[src/rtl/dcache_direct.sv]
// dcache_direct: direct-mapped, write-through, no-write-allocate data cache
// that sits between the cpu data port and data memory.
//
// Ports:
//   Clk, Reset_N        clock (rising edge), synchronous active-low reset
//   c_readM, c_writeM   cpu read / write requests (level, held while stalled)
//   c_address           cpu word address: offset [1:0], index above it, tag = rest
//   c_wdata             cpu store data
//   c_rdata             load data (combinational, valid on a read hit in IDLE)
//   cacheStall          combinational freeze request to the cpu
//   mem_req, mem_we     memory request (held until mem_ack); 1 = word write, 0 = line read
//   mem_addr, mem_wdata memory address (line-aligned for reads) and write word
//   mem_rdata, mem_ack  returned line (word0 in [15:0]) and one-cycle completion pulse
//
// Optional build macro DCACHE_STATS_EN adds saturating hit_count / miss_count outputs.

module dcache_direct #(
  parameter int unsigned WORD_SIZE  = 16,
  parameter int unsigned INDEX_BITS = 2
) (
  input  logic                   Clk,
  input  logic                   Reset_N,
  input  logic                   c_readM,
  input  logic                   c_writeM,
  input  logic [WORD_SIZE-1:0]   c_address,
  input  logic [WORD_SIZE-1:0]   c_wdata,
  output logic [WORD_SIZE-1:0]   c_rdata,
  output logic                   cacheStall,
  output logic                   mem_req,
  output logic                   mem_we,
  output logic [WORD_SIZE-1:0]   mem_addr,
  output logic [WORD_SIZE-1:0]   mem_wdata,
  input  logic [4*WORD_SIZE-1:0] mem_rdata,
  input  logic                   mem_ack
`ifdef DCACHE_STATS_EN
  ,
  output logic [15:0]            hit_count,
  output logic [15:0]            miss_count
`endif
);

  localparam int unsigned OFF_W = 2;
  localparam int unsigned WORDS = 4;
  localparam int unsigned LINES = 2 ** INDEX_BITS;
  localparam int unsigned TAG_W = WORD_SIZE - INDEX_BITS - OFF_W;

  typedef enum logic [1:0] {
    S_IDLE,
    S_FILL,
    S_WRITE,
    S_WDONE
  } state_e;

  state_e state_q, state_d;

  // Cache storage: per-line valid bit, tag and four data words.
  logic [LINES-1:0]                    valid_q, valid_d;
  logic [TAG_W-1:0]                    tag_q  [LINES];
  logic [TAG_W-1:0]                    tag_d  [LINES];
  logic [WORDS-1:0][WORD_SIZE-1:0]     data_q [LINES];
  logic [WORDS-1:0][WORD_SIZE-1:0]     data_d [LINES];

  logic                 mem_req_q, mem_req_d;
  logic                 mem_we_q, mem_we_d;
  logic [WORD_SIZE-1:0] mem_addr_q, mem_addr_d;
  logic [WORD_SIZE-1:0] mem_wdata_q, mem_wdata_d;

  // Address fields of the live cpu request.
  logic [OFF_W-1:0]      c_off;
  logic [INDEX_BITS-1:0] c_idx;
  logic [TAG_W-1:0]      c_tag;
  logic                  c_hit;

  // Address fields of the outstanding memory transaction (captured at issue).
  logic [OFF_W-1:0]      m_off;
  logic [INDEX_BITS-1:0] m_idx;
  logic [TAG_W-1:0]      m_tag;
  logic                  m_hit;

  logic stall_c;
  logic read_hit_c;

  assign c_off = c_address[OFF_W-1:0];
  assign c_idx = c_address[OFF_W +: INDEX_BITS];
  assign c_tag = c_address[WORD_SIZE-1 -: TAG_W];
  assign c_hit = valid_q[c_idx] && (tag_q[c_idx] == c_tag);

  assign m_off = mem_addr_q[OFF_W-1:0];
  assign m_idx = mem_addr_q[OFF_W +: INDEX_BITS];
  assign m_tag = mem_addr_q[WORD_SIZE-1 -: TAG_W];
  assign m_hit = valid_q[m_idx] && (tag_q[m_idx] == m_tag);

  // Next-state, storage update and memory-request logic.
  always_comb begin
    state_d     = state_q;
    valid_d     = valid_q;
    tag_d       = tag_q;
    data_d      = data_q;
    mem_req_d   = mem_req_q;
    mem_we_d    = mem_we_q;
    mem_addr_d  = mem_addr_q;
    mem_wdata_d = mem_wdata_q;
    stall_c     = 1'b0;
    read_hit_c  = 1'b0;

    case (state_q)
      S_IDLE: begin
        // A write takes priority over a simultaneous read.
        if (c_writeM) begin
          stall_c     = 1'b1;
          state_d     = S_WRITE;
          mem_req_d   = 1'b1;
          mem_we_d    = 1'b1;
          mem_addr_d  = c_address;
          mem_wdata_d = c_wdata;
        end else if (c_readM) begin
          if (c_hit) begin
            read_hit_c = 1'b1;
          end else begin
            stall_c    = 1'b1;
            state_d    = S_FILL;
            mem_req_d  = 1'b1;
            mem_we_d   = 1'b0;
            mem_addr_d = {c_address[WORD_SIZE-1:OFF_W], OFF_W'(0)};
          end
        end
      end

      S_FILL: begin
        stall_c = 1'b1;
        if (mem_ack) begin
          mem_req_d      = 1'b0;
          data_d[m_idx]  = mem_rdata;
          tag_d[m_idx]   = m_tag;
          valid_d[m_idx] = 1'b1;
          state_d        = S_IDLE;
        end
      end

      S_WRITE: begin
        stall_c = 1'b1;
        if (mem_ack) begin
          mem_req_d = 1'b0;
          // Write-through: refresh the cached copy only if the line is present.
          if (m_hit) begin
            data_d[m_idx][m_off] = mem_wdata_q;
          end
          state_d = S_WDONE;
        end
      end

      S_WDONE: begin
        // One unstalled cycle lets the cpu retire the store.
        state_d = S_IDLE;
      end

      default: begin
        state_d = S_IDLE;
      end
    endcase
  end

  // Control state and memory interface registers.
  always_ff @(posedge Clk) begin
    if (!Reset_N) begin
      state_q     <= S_IDLE;
      valid_q     <= '0;
      mem_req_q   <= 1'b0;
      mem_we_q    <= 1'b0;
      mem_addr_q  <= '0;
      mem_wdata_q <= '0;
    end else begin
      state_q     <= state_d;
      valid_q     <= valid_d;
      mem_req_q   <= mem_req_d;
      mem_we_q    <= mem_we_d;
      mem_addr_q  <= mem_addr_d;
      mem_wdata_q <= mem_wdata_d;
    end
  end

  // Tag and data arrays need no reset; the valid bits qualify them.
  always_ff @(posedge Clk) begin
    tag_q  <= tag_d;
    data_q <= data_d;
  end

  assign mem_req    = mem_req_q;
  assign mem_we     = mem_we_q;
  assign mem_addr   = mem_addr_q;
  assign mem_wdata  = mem_wdata_q;
  assign cacheStall = Reset_N && stall_c;
  assign c_rdata    = (Reset_N && read_hit_c) ? data_q[c_idx][c_off] : '0;

`ifdef DCACHE_STATS_EN
  logic [15:0] hit_count_q, hit_count_d;
  logic [15:0] miss_count_q, miss_count_d;
  logic        just_filled_q, just_filled_d;

  // The hit that completes a miss is not counted as a hit.
  always_comb begin
    hit_count_d   = hit_count_q;
    miss_count_d  = miss_count_q;
    just_filled_d = (state_q == S_FILL) && mem_ack;
    if (read_hit_c && !just_filled_q && (hit_count_q != 16'hFFFF)) begin
      hit_count_d = hit_count_q + 16'd1;
    end
    if ((state_q == S_IDLE) && (state_d == S_FILL) && (miss_count_q != 16'hFFFF)) begin
      miss_count_d = miss_count_q + 16'd1;
    end
  end

  always_ff @(posedge Clk) begin
    if (!Reset_N) begin
      hit_count_q   <= '0;
      miss_count_q  <= '0;
      just_filled_q <= 1'b0;
    end else begin
      hit_count_q   <= hit_count_d;
      miss_count_q  <= miss_count_d;
      just_filled_q <= just_filled_d;
    end
  end

  assign hit_count  = hit_count_q;
  assign miss_count = miss_count_q;
`endif

endmodule

[config.mk]
export PLATFORM = sky130hd
export DESIGN_NAME = dcache_direct
export DESIGN_NICKNAME = d
export VERILOG_FILES = /design/src/rtl/dcache_direct.sv
export SDC_FILE = /design/constraint.sdc
export NUM_CORES = 1
export LEC_CHECK = 0
export BUFFER_PORTS_ARGS = -buffer_cell sky130_fd_sc_hd__buf_2
export CAP_MARGIN = 40
export CORE_UTILIZATION = 55
export CTS_CLUSTER_DIAMETER = 100
export DETAILED_ROUTE_END_ITERATION = 7
export GPL_TIMING_DRIVEN = 0
export PLACE_DENSITY = 0.75
export SYNTH_ARGS = -nofsm -noshare
export SYNTH_HDL_FRONTEND = slang
export SYNTH_SLANG_ARGS = --single-unit
[constraint.sdc]
create_clock -name Clk -period 8.3 [get_ports Clk]
set_clock_uncertainty 0.05 [all_clocks]
set_input_delay 1.66 -clock Clk [delete_from_list [all_inputs] [get_ports Clk]]
set_output_delay 1.66 -clock Clk [all_outputs]
set_load 0.01 [all_outputs]
==> results by group <==
Status
  • Outcome: complete, no violations

Power
  • Peak supply drop: between 0.00015 and 0.0002 V
  • Lkg Pwr: ~6.5 nW
  • PwrDens: 270 nW/um^2
  • Total power: about 5.0 mW

Flow run
  • # Max-Cap Violations: 0

Critical path
  • Worst r2r path cells: 9
  • Critical path class: input pin to primary output
  • R2R Path End: data_q[201]$_DFFE_PP_
  • Required @ worst endpoint: about 6.6 ns
  • Crit path DAT: 4.50 ns
  • CP startpoint: c_address[3]
  • Crit path to: c_rdata[13]
  • Worst r2r src: mem_addr[3]$_SDFFE_PN0P_
  • Startpoint Class: input pin
  • Flop2flop setup slack: 4.27 ns
  • Crit path max fanout: 10
  • Setup crit end kind: primary output

Synth
  • Main combinational cell family by area after synthesis: multiplexers
  • Number of enable flip-flop cells after synthesis: 304
  • Post-synthesis simple-gate area fraction: 12.9%
  • Synth Area in Adders: 0.315%
  • Dominant cell type by area after synthesis: edfxtp_1
  • Post-synth top flop: edfxtp_1
  • Post-Synth XOR/XNOR Area: between 1 and 1.5%
  • Synth Instances: 1,159
  • Synth area leaders: edfxtp_1 57%, mux4_2 14%, nor2_1 6.6%
  • Asr flop ratio synth: 0%
  • Warning count from the yosys run: 0
  • Mean Syn Cell Area: 13.7 um^2
  • Synth cell types: 44
  • Mapped Area: 15,900 um^2
  • Yosys reg bits: around 340
  • Multiplexer share of the synthesized area: 15.9%
  • Net Count, Synth: ~1,300
  • Yosys top cell area share: 57.4%
  • Part of the Yosys area used for sequential elements: 62.4%
  • Compound-cell area share of the yosys netlist: around 4.4%

Routing
  • Vias: ~11,000
  • Violation count after the first detailed-route iteration: 1,253
  • Drt first pass iters: 6
  • Drt wl/cell: 26.2 um
  • Via density: 6.20
  • Detailed Route WL: ~46,000 um
  • Remaining antenna violation count: 0
  • Residual DRC: 0

Floorplan
  • Die area: ~30,000 um^2
  • Starting Density: 56.6%
  • DIE WIDTH: 172 um
  • Core area: between 20,000 and 30,000 um^2
  • Die Height: 172 um
  • # IOs: 152
  • Site Rows: 61

Cells and area
  • Area Overhead vs Synth: 16.6%
  • Final Util: 66.0%
  • Layout Nets: around 1,500
  • Most common cell after layout, fill and taps aside: edfxtp_1
  • Layout cells sized above 1: 25.6%
  • Non-filler cells in the finished layout: 1,771
  • Most frequent cells in the layout: 304 x edfxtp_1, 265 x nor2_1, 155 x buf_2, 101 x mux4_2, 85 x nor2b_1

Clocking
  • Setup Fix Bufs, Post-CTS: 0
  • CTS Buf Count: 36
  • Hold Buf Count CTS: 0
  • CTS max path bufs: 3
  • Reg clk slew, reported paths: 0.06 ns
  • CTS sink cnt: 344
  • Root Driver: clkbuf_16
  • Clk Latency, worst-skew pair: 0.52 ns
  • H-tree depth: 2
  • CTS tree: done
  • Post-CTS sizing: 0

Place
  • Cells after DPL: 1,707
  • RePlAce Congestion: about 0.92
  • Hpwl dp: 33,200 um
  • # port buffers: approximately 150

Global route
  • First-pass GRT wire length: ~68,000 um
  • Initial antenna violation count: 3
  • Number of global-route vias before repair: around 11,000
  • Largest net degree at the start of global routing: 16
  • Tot GR Track Use: 32.6%
  • Total grt overflow: 0

Worst hold path
  • Critical hold path startpoint: valid_q[3]$_SDFFE_PN0P_
  • Worst hold path class: register to register

STA
  • RSZ-0062 raised after global routing: no
  • Final setup viols: 0
  • Hold Slack: 0.444 ns
  • Number of hold violations in the final report: 0
  • Setup TNS: 0 ns
  • Slew @ Worst Pin: 0.917 ns
  • Rel. slew slack: around two fifths
  • Post-layout minimum cycle time: just over 6 ns
  • Max-slew violation count: 0
  • Maximum clock rate: approximately 160 MHz
  • Fin crit share: about three quarters
==> sequential cells by signal, summed over array words and instances, names as in the netlist <==
register / cells
tag_q: 48
state_q: 2
data_q: 256
mem_we: 1
mem_wdata: 16
valid_q: 4
mem_addr: 16
mem_req: 1
==> kinds of logic (layout without fill, tap and decap cells) <==
logic type / count (synthesis) / in the layout
AO/OA/AOI/OAI: 104 / 104
adder cells (fa/ha/maj): 4 / 4
AND/OR/NAND/NOR: 463 / 463
XOR/XNOR: 26 / 26
buffers and inverters: 94 / 325
flip-flops: 344 / 344
multiplexers: 124 / 124
other: 0 / 3
==> worst max-delay path: stages <==
cell and delay, ns:
buf_4 0.19, buf_6 0.21, clkbuf_1 0.50, clkbuf_1 0.62
mux4_2 0.48, mux4_2 0.53, nor2b_1 0.15, buf_2 0.14
==> layer usage <==
layer | vias to the layer above | share of wire (%) | wire, um | GRT usage [%]
li1 | 4707 | - | - | -
met1 | 5361 | 34 | 15800 | 39.8
met2 | 751 | 47 | 21800 | 52.8
met3 | 154 | 12 | 5640 | 8.42
met4 | 0 | 6.5 | 3040 | 18.6
met5 | - | 0 | 0 | 0
==> report_power, final <==
group	switching, mW	leakage (nW)	internal, mW
Combinational	0.842	2.81	0.427
Clock	0.654	0.536	0.882
Sequential	0.126	3.13	2.07
Total	1.62	6.48	3.38
==> Yosys cell counts, types with 5 or more instances <==
cell,n
a31oi_1,64
inv_1,5
nor2b_1,85
mux4_2,101
nand2_1,68
nand3_1,6
mux2i_1,22
xnor2_1,24
buf_1,7
buf_2,9
a21oi_1,5
clkbuf_1,67
dfxtp_1,40
edfxtp_1,304
nor2_1,281
a21boi_0,17
==> worst min-delay path by stage <==
stage                                          to  slack (ns)  cells after the start
final                     valid_q[3]$_SDFFE_PN0P_        0.44                      1
after global routing      valid_q[2]$_SDFFE_PN0P_        0.46                      1
after CTS                 valid_q[3]$_SDFFE_PN0P_        0.44                      1
after detailed placement  valid_q[3]$_SDFFE_PN0P_        0.43                      1
after global placement    valid_q[1]$_SDFFE_PN0P_        0.41                      1
after floorplan           valid_q[1]$_SDFFE_PN0P_        0.40                      1
==> area by class of cell <==
class                   count  area [um^2]
multi-input cells         721         5590
clock inverters            11         81.3
repair buffers            170         1020
clock buffers              50         1010
plain buffers              89          404
flip-flops and latches    344         9930
well taps                 378          473
fillers                  2077         9540
diodes                      3         7.51
inverters                   5         18.8
==> through the flow <==
| step | area [um^2] | setup slack, ns |
|---|---|---|
| 4_1_cts | 18500 | 2.11 |
| 5_1_grt | 18500 | 2.00 |
| 6_report | 18500 | 2.09 |
| 2_1_floorplan | 15900 | 2.98 |
| 3_5_place_dp | 17400 | 2.08 |
| 3_3_place_gp | 17100 | 2.14 |
Power figures use the tool's default switching activity.
